<file path="src/rtl/serial_subtractor_if.sv">
// ---------------------------------------------------------------------------
// serial_subtractor_if
//   Handshake/operand bundle for the bit-serial subtractor.
//
//   Signals:
//     start      requester -> unit   start request, sampled only while idle
//     a, b       requester -> unit   minuend / subtrahend (WIDTH bits)
//     borrow_in  requester -> unit   initial borrow
//     busy       unit -> requester   high while an operation is in flight
//     done       unit -> requester   one-cycle pulse, result valid
//     diff       unit -> requester   registered difference (WIDTH bits)
//     borrow_out unit -> requester   registered final borrow
//     ovf        unit -> requester   signed overflow (only with SERIAL_SUB_OVF_EN)
//
//   Modports: master (requester side), slave (subtractor side).
//   Optional macro: SERIAL_SUB_OVF_EN adds the ovf signal.
// ---------------------------------------------------------------------------
interface serial_subtractor_if #(
    parameter int WIDTH = 8
);
    logic             start;
    logic [WIDTH-1:0] a;
    logic [WIDTH-1:0] b;
    logic             borrow_in;
    logic             busy;
    logic             done;
    logic [WIDTH-1:0] diff;
    logic             borrow_out;
`ifdef SERIAL_SUB_OVF_EN
    logic             ovf;
`endif

`ifdef SERIAL_SUB_OVF_EN
    modport master (
        output start, a, b, borrow_in,
        input  busy, done, diff, borrow_out, ovf
    );
    modport slave (
        input  start, a, b, borrow_in,
        output busy, done, diff, borrow_out, ovf
    );
`else
    modport master (
        output start, a, b, borrow_in,
        input  busy, done, diff, borrow_out
    );
    modport slave (
        input  start, a, b, borrow_in,
        output busy, done, diff, borrow_out
    );
`endif
endinterface

</file>
<file path="src/rtl/serial_subtractor.sv">
// ---------------------------------------------------------------------------
// serial_subtractor
//   Bit-serial subtractor: diff = a - b - borrow_in (mod 2^WIDTH), computed
//   LSB first, one bit per clock, with a single full-subtractor cell and a
//   borrow flop. Start/busy/done handshake; operands captured on start.
//
//   Ports:
//     clk    rising-edge clock
//     rst_n  asynchronous active-low reset
//     bus    serial_subtractor_if.slave (start, a, b, borrow_in in;
//            busy, done, diff, borrow_out [, ovf] out)
//
//   Parameter: WIDTH (2..32), operand/result width.
//   Optional macro: SERIAL_SUB_OVF_EN adds the registered signed-overflow
//   output ovf.
// ---------------------------------------------------------------------------
module serial_subtractor #(
    parameter int WIDTH = 8
) (
    input  logic               clk,
    input  logic               rst_n,
    serial_subtractor_if.slave bus
);
    localparam int CNT_W = (WIDTH > 1) ? $clog2(WIDTH) : 1;
    localparam logic [CNT_W-1:0] LAST = CNT_W'(WIDTH - 1);

    typedef enum logic [1:0] {
        S_IDLE,
        S_RUN,
        S_DONE
    } state_t;

    state_t           r_state;
    logic [WIDTH-1:0] r_sa;
    logic [WIDTH-1:0] r_sb;
    logic [WIDTH-1:0] r_res;
    logic             r_br;
    logic [CNT_W-1:0] r_cnt;
    logic             r_busy;
    logic             r_done;
    logic [WIDTH-1:0] r_diff;
    logic             r_borrow_out;
`ifdef SERIAL_SUB_OVF_EN
    logic             r_a_msb;
    logic             r_b_msb;
    logic             r_ovf;
`endif

    // Full-subtractor cell on the current LSBs.
    logic             w_d;
    logic             w_br_nxt;
    logic [WIDTH-1:0] w_res_nxt;

    assign w_d       = r_sa[0] ^ r_sb[0] ^ r_br;
    assign w_br_nxt  = (~r_sa[0] & r_sb[0]) | (~(r_sa[0] ^ r_sb[0]) & r_br);
    // Result fills from the MSB end, so after WIDTH shifts bit 0 sits at LSB.
    assign w_res_nxt = {w_d, r_res[WIDTH-1:1]};

    always_ff @(posedge clk or negedge rst_n) begin
        if (!rst_n) begin
            r_state      <= S_IDLE;
            r_sa         <= '0;
            r_sb         <= '0;
            r_res        <= '0;
            r_br         <= 1'b0;
            r_cnt        <= '0;
            r_busy       <= 1'b0;
            r_done       <= 1'b0;
            r_diff       <= '0;
            r_borrow_out <= 1'b0;
`ifdef SERIAL_SUB_OVF_EN
            r_a_msb      <= 1'b0;
            r_b_msb      <= 1'b0;
            r_ovf        <= 1'b0;
`endif
        end else begin
            case (r_state)
                S_IDLE: begin
                    if (bus.start) begin
                        r_sa    <= bus.a;
                        r_sb    <= bus.b;
                        r_br    <= bus.borrow_in;
                        r_res   <= '0;
                        r_cnt   <= '0;
                        r_busy  <= 1'b1;
                        r_state <= S_RUN;
`ifdef SERIAL_SUB_OVF_EN
                        r_a_msb <= bus.a[WIDTH-1];
                        r_b_msb <= bus.b[WIDTH-1];
`endif
                    end
                end
                S_RUN: begin
                    r_sa  <= r_sa >> 1;
                    r_sb  <= r_sb >> 1;
                    r_br  <= w_br_nxt;
                    r_res <= w_res_nxt;
                    r_cnt <= r_cnt + CNT_W'(1);
                    if (r_cnt == LAST) begin
                        r_diff       <= w_res_nxt;
                        r_borrow_out <= w_br_nxt;
                        r_done       <= 1'b1;
                        r_state      <= S_DONE;
`ifdef SERIAL_SUB_OVF_EN
                        r_ovf <= (r_a_msb ^ r_b_msb) & (r_a_msb ^ w_res_nxt[WIDTH-1]);
`endif
                    end
                end
                S_DONE: begin
                    r_done  <= 1'b0;
                    r_busy  <= 1'b0;
                    r_state <= S_IDLE;
                end
                default: begin
                    r_done  <= 1'b0;
                    r_busy  <= 1'b0;
                    r_state <= S_IDLE;
                end
            endcase
        end
    end

    assign bus.busy       = r_busy;
    assign bus.done       = r_done;
    assign bus.diff       = r_diff;
    assign bus.borrow_out = r_borrow_out;
`ifdef SERIAL_SUB_OVF_EN
    assign bus.ovf        = r_ovf;
`endif

endmodule
</file>
<file path="src/flat_wrapper.sv">
// flat-port wrapper written by rule: the top's interface ports become plain ports
module serial_subtractor_flat 
#(
    parameter int WIDTH = 8
)
  (clk, rst_n, bus_start, bus_a, bus_b, bus_borrow_in, bus_busy, bus_done, bus_diff, bus_borrow_out);
  serial_subtractor_if #(.WIDTH(WIDTH)) bus_i ();
  input  logic clk;
  input  logic rst_n;
  input wire logic [$bits(bus_i.start)-1:0] bus_start;
  input wire logic [$bits(bus_i.a)-1:0] bus_a;
  input wire logic [$bits(bus_i.b)-1:0] bus_b;
  input wire logic [$bits(bus_i.borrow_in)-1:0] bus_borrow_in;
  output wire logic [$bits(bus_i.busy)-1:0] bus_busy;
  output wire logic [$bits(bus_i.done)-1:0] bus_done;
  output wire logic [$bits(bus_i.diff)-1:0] bus_diff;
  output wire logic [$bits(bus_i.borrow_out)-1:0] bus_borrow_out;
  assign bus_i.start = bus_start;
  assign bus_i.a = bus_a;
  assign bus_i.b = bus_b;
  assign bus_i.borrow_in = bus_borrow_in;
  assign bus_busy = bus_i.busy;
  assign bus_done = bus_i.done;
  assign bus_diff = bus_i.diff;
  assign bus_borrow_out = bus_i.borrow_out;
  serial_subtractor #(.WIDTH(WIDTH)) u_core (.clk(clk), .rst_n(rst_n), .bus(bus_i));
endmodule
</file>
<file path="config.mk">
export PLATFORM = sky130hd
export DESIGN_NAME = serial_subtractor_flat
export DESIGN_NICKNAME = d
export VERILOG_FILES = /design/src/rtl/serial_subtractor_if.sv /design/src/rtl/serial_subtractor.sv /design/src/flat_wrapper.sv
export SDC_FILE = /design/constraint.sdc
export NUM_CORES = 1
export LEC_CHECK = 0
export ABC_AREA = 1
export CAP_MARGIN = 20
export CORE_MARGIN = 3
export CORE_UTILIZATION = 53
export CTS_CLUSTER_SIZE = 16
export DETAILED_ROUTE_END_ITERATION = 7
export PLACE_DENSITY_LB_ADDON = 0.05
export SLEW_MARGIN = 20
export SYNTH_ARGS = -nofsm -noshare
export SYNTH_HDL_FRONTEND = slang
export SYNTH_SLANG_ARGS = --single-unit
</file>
<file path="constraint.sdc">
create_clock -name clk -period 1.5 [get_ports clk]
set_input_delay 0.375 -clock clk [delete_from_list [all_inputs] [get_ports clk]]
set_output_delay 0.375 -clock clk [all_outputs]
set_load 0.01 [all_outputs]
</file>
==> impl.org, run 1 <==
** Finish
- Post-route cell area :: 2430 sq um
- Final antenna diode count :: 0
- Layout cells sized above 1 :: 14.5%
- At the end of the flow the core is filled with cells to between 70% and 80%.
- Net count of the finished layout :: 285
- Compared with the post-synthesis result, the final layout area differs by 23.9%.

** Hold path
- The worst hold path belongs to the class in2async.

** Drt
- Wires add up to 3850 microns.
- Post-DR vias/cell :: around 5
- The count of nets left with antenna violations once routing finished came out at 0.
- In this run, the number of DRC markers left after iteration 0 of detailed routing was 124.
- Number of iterations in the first detailed-routing pass :: 4
- In the routed design, unresolved DRC markers number 0.
- After detailed routing, the average wire length per cell comes to 12.5 microns.
- Vias after detailed routing :: 1522

** Yosys
- Flip-flop and latch count after synthesis :: 40
- Of the total synthesized cell area, the portion taken by XOR and XNOR cells is 0%.
- In the post-synthesis netlist, the biggest area contributors are sky130_fd_sc_hd__dfrtp_1, sky130_fd_sc_hd__nand3_1, sky130_fd_sc_hd__nand2_1.
- Synth cell count leaders :: sky130_fd_sc_hd__nand2_1, sky130_fd_sc_hd__nand3_1, sky130_fd_sc_hd__dfrtp_1, sky130_fd_sc_hd__inv_1, sky130_fd_sc_hd__o21ai_2
- After synthesis, the mean cell area works out to 8.60 sq um.
- Synthesis instantiated 18 different standard cells from the library.
- The synthesized netlist devotes approximately 8% of its cell area to compound gates.
- Of the total synthesized cell area, the portion taken by full adders, half adders and majority gates is 2.30%.
- Mapped Nets :: ~250
- Main combinational cell family by area after synthesis :: simple AND/OR/NAND/NOR gates
- Summed over its instances, the top area cell type makes up between 50% and 60% of the synthesized netlist area.
- The Yosys step of the flow raised 0 warnings.
- Multiplexer area fraction after synthesis :: 0%
- Basic-gate share of the synthesized area counting and, or, nand and nor cells :: 25.8%
- Most frequent cell after synthesis :: sky130_fd_sc_hd__nand2_1
- Synthesized cell area :: between 1500 and 2000 sq um
- The most used flip-flop cell after synthesis is sky130_fd_sc_hd__dfrtp_1.
- EDFF count, synth :: 0
- After synthesis, the share of flip-flops with an asynchronous set or reset is 100%.
- The cell count after synthesis came out at between 200 and 250.
- Cell type with the highest aggregate area in the netlist :: sky130_fd_sc_hd__dfrtp_1
- After synthesis, flip-flops and latches occupy 51.1% of the total area.

** Placed design
- Final weighted congestion of routability-driven global placement :: 0.793
- Post-place setup slack :: -0.0338 ns
- The count of buffers added on input and output ports is 30.
- Cell area after placement :: 2310 sq um
- HPWL reported at the end of detailed placement :: 2630 microns

** Setup path
- Worst endpoint required time :: about 1.1 ns
- The worst register-to-register path ends at u_core.bus.diff[6].
- Traced cell by cell, the critical path runs through dlygate4sd2_1.
- The worst setup path is of the reg2out kind.
- At the worst endpoint, the arrival time is around 0.97 ns.
- Number of cell instances on the worst register-to-register path :: 8
- In this run the critical register-to-register path is launched from u_core.r_cnt[0].
- The largest individual stage delay along the critical path comes from the cell sky130_fd_sc_hd__dfrtp_1.
- Peak per-stage delay on the critical path :: 0.39 ns
- Of all nets on the critical path, the largest fanout is 2.
- The number of buffers and inverters on the critical path is 1.
- Slack of the worst reg-to-reg path :: 0.16 ns
- Broken down by cell family, the worst path's largest delay share belongs to flip-flops.
- The worst setup path is launched from a flip-flop.
- STA classifies the critical path endpoint as an output pin.

** Power
- For this design the static power due to leakage is 1.30 nW.
- Peak supply drop :: 1.01 mV
- PD cells :: 2040 nW/um^2

** Die
- Die W :: ~67 microns
- I/O pin count :: 31
- The die covers 4460 sq um.
- Die H :: 66.8 microns
- Initial core utilization :: 57.0%
- # rows :: 21
- Standard cell core area :: 3440 sq um

** Clock network
- Maximum count of clock buffers along a single path :: 2
- TritonCTS built the clock tree.
- The clock tree synthesis step divided the H-tree into 2 levels.
- Number of buffers added by the clock tree synthesis step :: 5
- Buffers added to address setup during post-CTS repair amount to 0.
- The clock reaches the later pin of the worst-skew pair after 0.29 ns.
- CTS clock-pin slew for the worst setup and hold paths :: 0.08 ns
- The tree is rooted in a sky130_fd_sc_hd__clkbuf_8.
- Total number of clock tree sinks :: 40

** Flow run
- The tool flagged a number of max-cap violations equal to 0.

** GRT
- For this run the aggregate overflow at the end of global routing stands at 0.
- Via count of the first global-routing pass :: roughly 1500
- The first global-routing pass estimated between 6000 and 7000 microns of wire.
- Entering global routing, the biggest net connects 41 pins.
- The number of antenna violations at the first check in global routing was 0.
- Tot GR Track Use :: 19.9%

** Timing
- For the pin with the worst max-slew slack, the measured transition is between 0.4 and 0.5 ns.
- Number of hold-slack violations in the final timing report :: 0
- Final worst-path cycle share :: between 80% and 90%
- Slew Limit Fails :: 0
- Across the routed clock network, the largest skew measured is 0.00458 ns.
- Across all setup checks in the final design, the least slack found is 0.157 ns.
- Fin Setup TNS :: 0 ns
- The clock period could shrink to approximately 1.3 ns.
- Setup violations remaining at the end of the flow were counted as 0.
- Fmax :: 745 MHz
- Setup repair after global routing missed its margin :: false
- Measured against its own limit, the worst slew margin works out to 71.1%.
- Final worst hold slack :: 0.0459 ns

** Status
- Result of the run :: finished clean
==> cells in the final DEF (no fill, tap or decap) <==
master and count:
sky130_fd_sc_hd__inv_4 1, sky130_fd_sc_hd__buf_12 2, sky130_fd_sc_hd__nand3_1 46, sky130_fd_sc_hd__inv_2 1, sky130_fd_sc_hd__bufinv_16 2, sky130_fd_sc_hd__a21oi_1 1, sky130_fd_sc_hd__inv_1 40, sky130_fd_sc_hd__o21ai_0 5
sky130_fd_sc_hd__buf_4 7, sky130_fd_sc_hd__clkbuf_8 5, sky130_fd_sc_hd__a21oi_2 1, sky130_fd_sc_hd__dfrtp_1 40, sky130_fd_sc_hd__nor2_2 1, sky130_fd_sc_hd__clkdlybuf4s50_1 18, sky130_fd_sc_hd__o21ai_2 13, sky130_fd_sc_hd__fa_1 1
sky130_fd_sc_hd__nand4_1 1, sky130_fd_sc_hd__nor2_1 4, sky130_fd_sc_hd__buf_2 1, sky130_fd_sc_hd__nand2_4 4, sky130_fd_sc_hd__nand2_1 55, sky130_fd_sc_hd__dlygate4sd2_1 11, sky130_fd_sc_hd__ha_1 2
==> where the power goes <==
group / leakage [nW] / switching (mW) / internal, mW
clock: 0.0642 / 0.369 / 0.655
sequential: 0.494 / 0.269 / 1.57
combinational: 0.746 / 1.22 / 0.877
==> worst max-delay path by stage <==
| stage | from | end | cells past startpoint |
|---|---|---|---|
| detailed placement | bus_start | u_core.r_res[1] | 4 |
| finish | u_core.bus.diff[7] | bus_diff[7] | 1 |
| CTS | u_core.r_state[0] | u_core.r_br | 4 |
| global route | u_core.r_cnt[0] | u_core.bus.diff[6] | 8 |
| global placement | bus_start | u_core.r_sa[7] | 4 |
| floorplan | u_core.r_cnt[0] | u_core.bus.diff[5] | 8 |
==> stage by stage <==
| stage | instances | total power, mW |
|---|---|---|
| after global routing | 308 | 5.40 |
| final | 308 | 4.96 |
| after floorplan | 228 | 3.38 |
| after detailed placement | 301 | 4.06 |
| after CTS | 308 | 5.01 |
| after global placement | 301 | 3.98 |
==> cells by family (layout without fill, tap and decap cells) <==
kind of cell / count (synthesis) / count (layout)
AOI/OAI and AO/OA: 20 / 20
adders and majority gates: 3 / 3
buffers and inverters: 54 / 88
DFF: 40 / 40
and+or+nand+nor: 111 / 111
==> routing by layer <==
metal / GRT usage (%) / vias to the layer above / part of all wire (%)
met5: 0 / - / 0
met4: 8.38 / 0 / 1.4
met3: 4.05 / 5 / 3.6
met2: 33.7 / 32 / 51
met1: 24.6 / 715 / 44
li1: - / 770 / -
==> flip-flops by register name, indices dropped and copies added, names as in the netlist <==
name                   cells
u_core.bus.diff            8
u_core.r_res               7
u_core.r_br                1
u_core.r_sb                8
u_core.r_state             2
u_core.r_sa                8
u_core.r_cnt               3
u_core.bus.done            1
u_core.bus.busy            1
u_core.bus.borrow_out      1
==> timing repair <==
| action | CTS | global route |
|---|---|---|
| hold buffers | 0 | 0 |
| resized for setup | 11 | 1 |
| endpoints found under the setup margin | 11 | 3 |
| cloned | 0 | 0 |
==> area by class of cell <==
cell class,instances,area (sq um)
Clock buffer,5,68.8
Clock inverter,2,60.1
Fill cell,286,1010
Inverter,42,160
Multi-Input combinational cell,134,707
Sequential cell,40,1000
Tap cell,46,57.6
Timing Repair Buffer,39,374
(Power assumes the default switching activity.)
==> inputs of run 2 (changes only) <==
--- a/config.mk
+++ b/config.mk
@@ -8,7 +8,8 @@
 export ABC_AREA = 1
 export CAP_MARGIN = 20
 export CORE_MARGIN = 3
-export CORE_UTILIZATION = 53
+export CORE_UTILIZATION = 55
+export CTS_BUF_LIST = sky130_fd_sc_hd__clkbuf_8
 export CTS_CLUSTER_SIZE = 16
 export DETAILED_ROUTE_END_ITERATION = 7
 export PLACE_DENSITY_LB_ADDON = 0.05
==> impl.org, run 2 (synthesis gave the netlist of run 1 again) <==
** Setup path
- The worst setup path is captured at a flip-flop.
- On the critical path, the stage with the largest delay is an instance of sky130_fd_sc_hd__dfrtp_1.
- Crit-path leading delay family :: flip-flops
- Arrival @ worst endpoint :: 1.57 ns
- In this run the worst path has a maximum fanout of 18.
- Class of the most critical setup path :: reg2reg
- Crit path top cell by count :: sky130_fd_sc_hd__nand2_1
- The signal on the critical path passes through ha_1 > ha_1 > nand2_1 > inv_2 > nand2_8 > inv_1 > nand2_1 > nand2_1.
- Counting both buffers and inverters, the worst setup path holds a total of 2.
- Peak per-stage delay on the critical path :: 0.42 ns
- For the worst setup path, the data required time is 1.68 ns.
- The worst setup path is launched from a flip-flop.

** Finish
- In the layout the commonest cells are sky130_fd_sc_hd__nand2_1, sky130_fd_sc_hd__nand3_1, sky130_fd_sc_hd__inv_1, sky130_fd_sc_hd__dfrtp_1, sky130_fd_sc_hd__clkdlybuf4s50_1.
- Area occupied by multi-input gates :: 713 sq um
- For this run, the share of the core covered by cells in the final layout is 71.2%.
- Final antenna diode count :: 0
- Most common library cell in the layout ignoring fill and taps :: sky130_fd_sc_hd__nand2_1
- Net count of the finished layout :: 284
- Area growth from synthesis to final layout :: 23.2%
- Layout cells sized above 1 :: 13.8%
- Counting the fill cells in the layout gives 281.
- Summing all flip-flop and latch instances after layout gives 1000 sq um.
- Once layout is complete, the cells apart from fillers number 307.

** Timing
- Measured against its own limit, the worst slew margin works out to 72.2%.
- The number of hold violations in the final report was 0.
- Final worst-path cycle share :: 92.2%
- The clock arrives with between 0.007 and 0.008 ns of skew.
- Setup repair after global routing missed its margin :: false
- Slew Limit Fails :: 0
- Hold timing on the final database bottoms out at a slack of 0.0102 ns.
- Transition time at the pin with the least slew margin :: 0.417 ns
- Final min period :: 1.38 ns
- Finish-stage setup viols :: 0
- Fmax :: ~720 MHz

** GRT
- The first global-routing pass estimated roughly 6300 microns of wire.
- Initial antenna violation count :: 0
- Maximum number of pins on one net before global-route repair :: 25
- Total congestion overflow after global routing :: 0
- Tot GR Track Use :: 19.0%
- The via count of the first global-routing pass was 1430.

** Power
- Net Sw Power :: 1.83 mW
- Switching fraction of total power :: 37.3%
- For this design the static power due to leakage is ~1.3 nW.
- PD cells :: slightly above 2000 nW/um^2
- The share of total power dissipated in the clock network is 20.4%.
- Peak supply drop :: 1.00 mV
- Comb pwr share :: around two fifths
- Cell Int Power :: between 3 and 4 mW
- Per report_power, the sequential group accounts for a little under two fifths of the total.

** Drt
- Number of nets with antenna violations after routing :: 0
- Avg WL per Cell :: ~12 microns
- After detailed routing, the number of vias per cell comes to 4.92.
- The detailed router placed 1510 vias in this run.
- The final layout contains routed wiring with a total length of approximately 3600 microns.
- The first detailed-routing pass ran for 4 iterations.
- The first routing iteration left 65 violations.
- Total DRC errors in the routed layout :: 0

** Clock network
- Total number of clock tree sinks :: 40
- TritonCTS built the clock tree.
- Buffer cell driving the clock tree root :: sky130_fd_sc_hd__clkbuf_8
- Buffers added to address setup during post-CTS repair amount to 0.
- Worst skew pair latency :: 0.29 ns
- CTS clock-pin slew for the worst setup and hold paths :: 0.08 ns
- Number of buffers added by the clock tree synthesis step :: 5
- Counting along the longest clock path gives a buffer depth of 2.
- In this run the number of H-tree levels came out at 2.

** Flow run
- The tool flagged a number of max-cap violations equal to 0.

** Die
- The die covers roughly 4300 sq um.
- The die is approximately 66 microns wide.
- The total area inside the core boundary comes to about 3400 sq um.
- # rows :: 21
- I/O pin count :: 31
- Die H :: about 66 microns
- For this configuration, the core starts out at a cell density of between 50% and 60%.

** Placed design
- Summed over all nets, the half-perimeter wirelength after detailed placement is 2520 microns.
- Routability-driven placement finished with a final weighted congestion of 0.732.
- In this run the tool buffered the top-level ports with 30 buffer cells.
- Instance count after placement with tap cells included :: 300

** Status
- The run finished with clean final reports.

** Hold path
- The tightest min-delay check is of the in2async type.
run 2: final timing paths:
kind / from / slack (ns) / cells after the start / endpoint
min in group clk: u_core.bus.diff[6] / 0.47 / 2 / u_core.bus.diff[6]
max in group asynchronous: rst_n / 1.02 / 2 / u_core.r_sa[4]
worst max-delay path: u_core.r_cnt[0] / 0.12 / 8 / u_core.bus.diff[7]
worst min register to register: u_core.bus.diff[6] / 0.47 / 2 / u_core.bus.diff[6]
worst max register to register: u_core.r_cnt[0] / 0.12 / 8 / u_core.bus.diff[7]
worst min-delay path: rst_n / 0.01 / 1 / u_core.bus.diff[1]
run 2: layer usage:
metal	global-route usage (%)	up-vias	part of all wire [%]
li1	-	773	-
met1	24.1	701	47
met2	31.5	36	48
met3	5.30	0	4.5
met4	5.18	0	0
met5	0	-	0
run 2: area by class of cell:
type	count	share of cell area [%]
sequential	40	41.5
multi-input combinational	134	29.5
timing repair buffer	38	14.7
inverter	42	6.63
clock buffer	5	2.85
clock inverter	2	2.49
tap	46	2.38
run 2: power groups by stage:
stage	registers, mW	logic (mW)	clock network [mW]
2_1_floorplan	1.87	1.52	0
3_3_place_gp	1.85	2.09	0
3_5_place_dp	1.87	2.16	0
4_1_cts	1.85	2.07	1.04
5_1_grt	1.90	2.34	1.08
6_report	1.86	2.06	1.01
run 2: per-stage QoR:
step / worst slack (ns) / area [sq um] / power (mW) / setup TNS [ns]
6_report: 0.116 / 2410 / 4.92 / 0
5_1_grt: 0.0177 / 2410 / 5.32 / 0
4_1_cts: 0.0509 / 2410 / 4.96 / 0
3_5_place_dp: -0.0154 / 2290 / 4.02 / -0.0198
3_3_place_gp: 0.0163 / 2290 / 3.95 / 0
2_1_floorplan: 0.215 / 1960 / 3.38 / 0
run 2: what timing repair did:
action                                  CTS  global route
endpoints found under the setup margin   11             1
hold buffers                              0             0
gates cloned                              0             0
resized for setup                        11             1
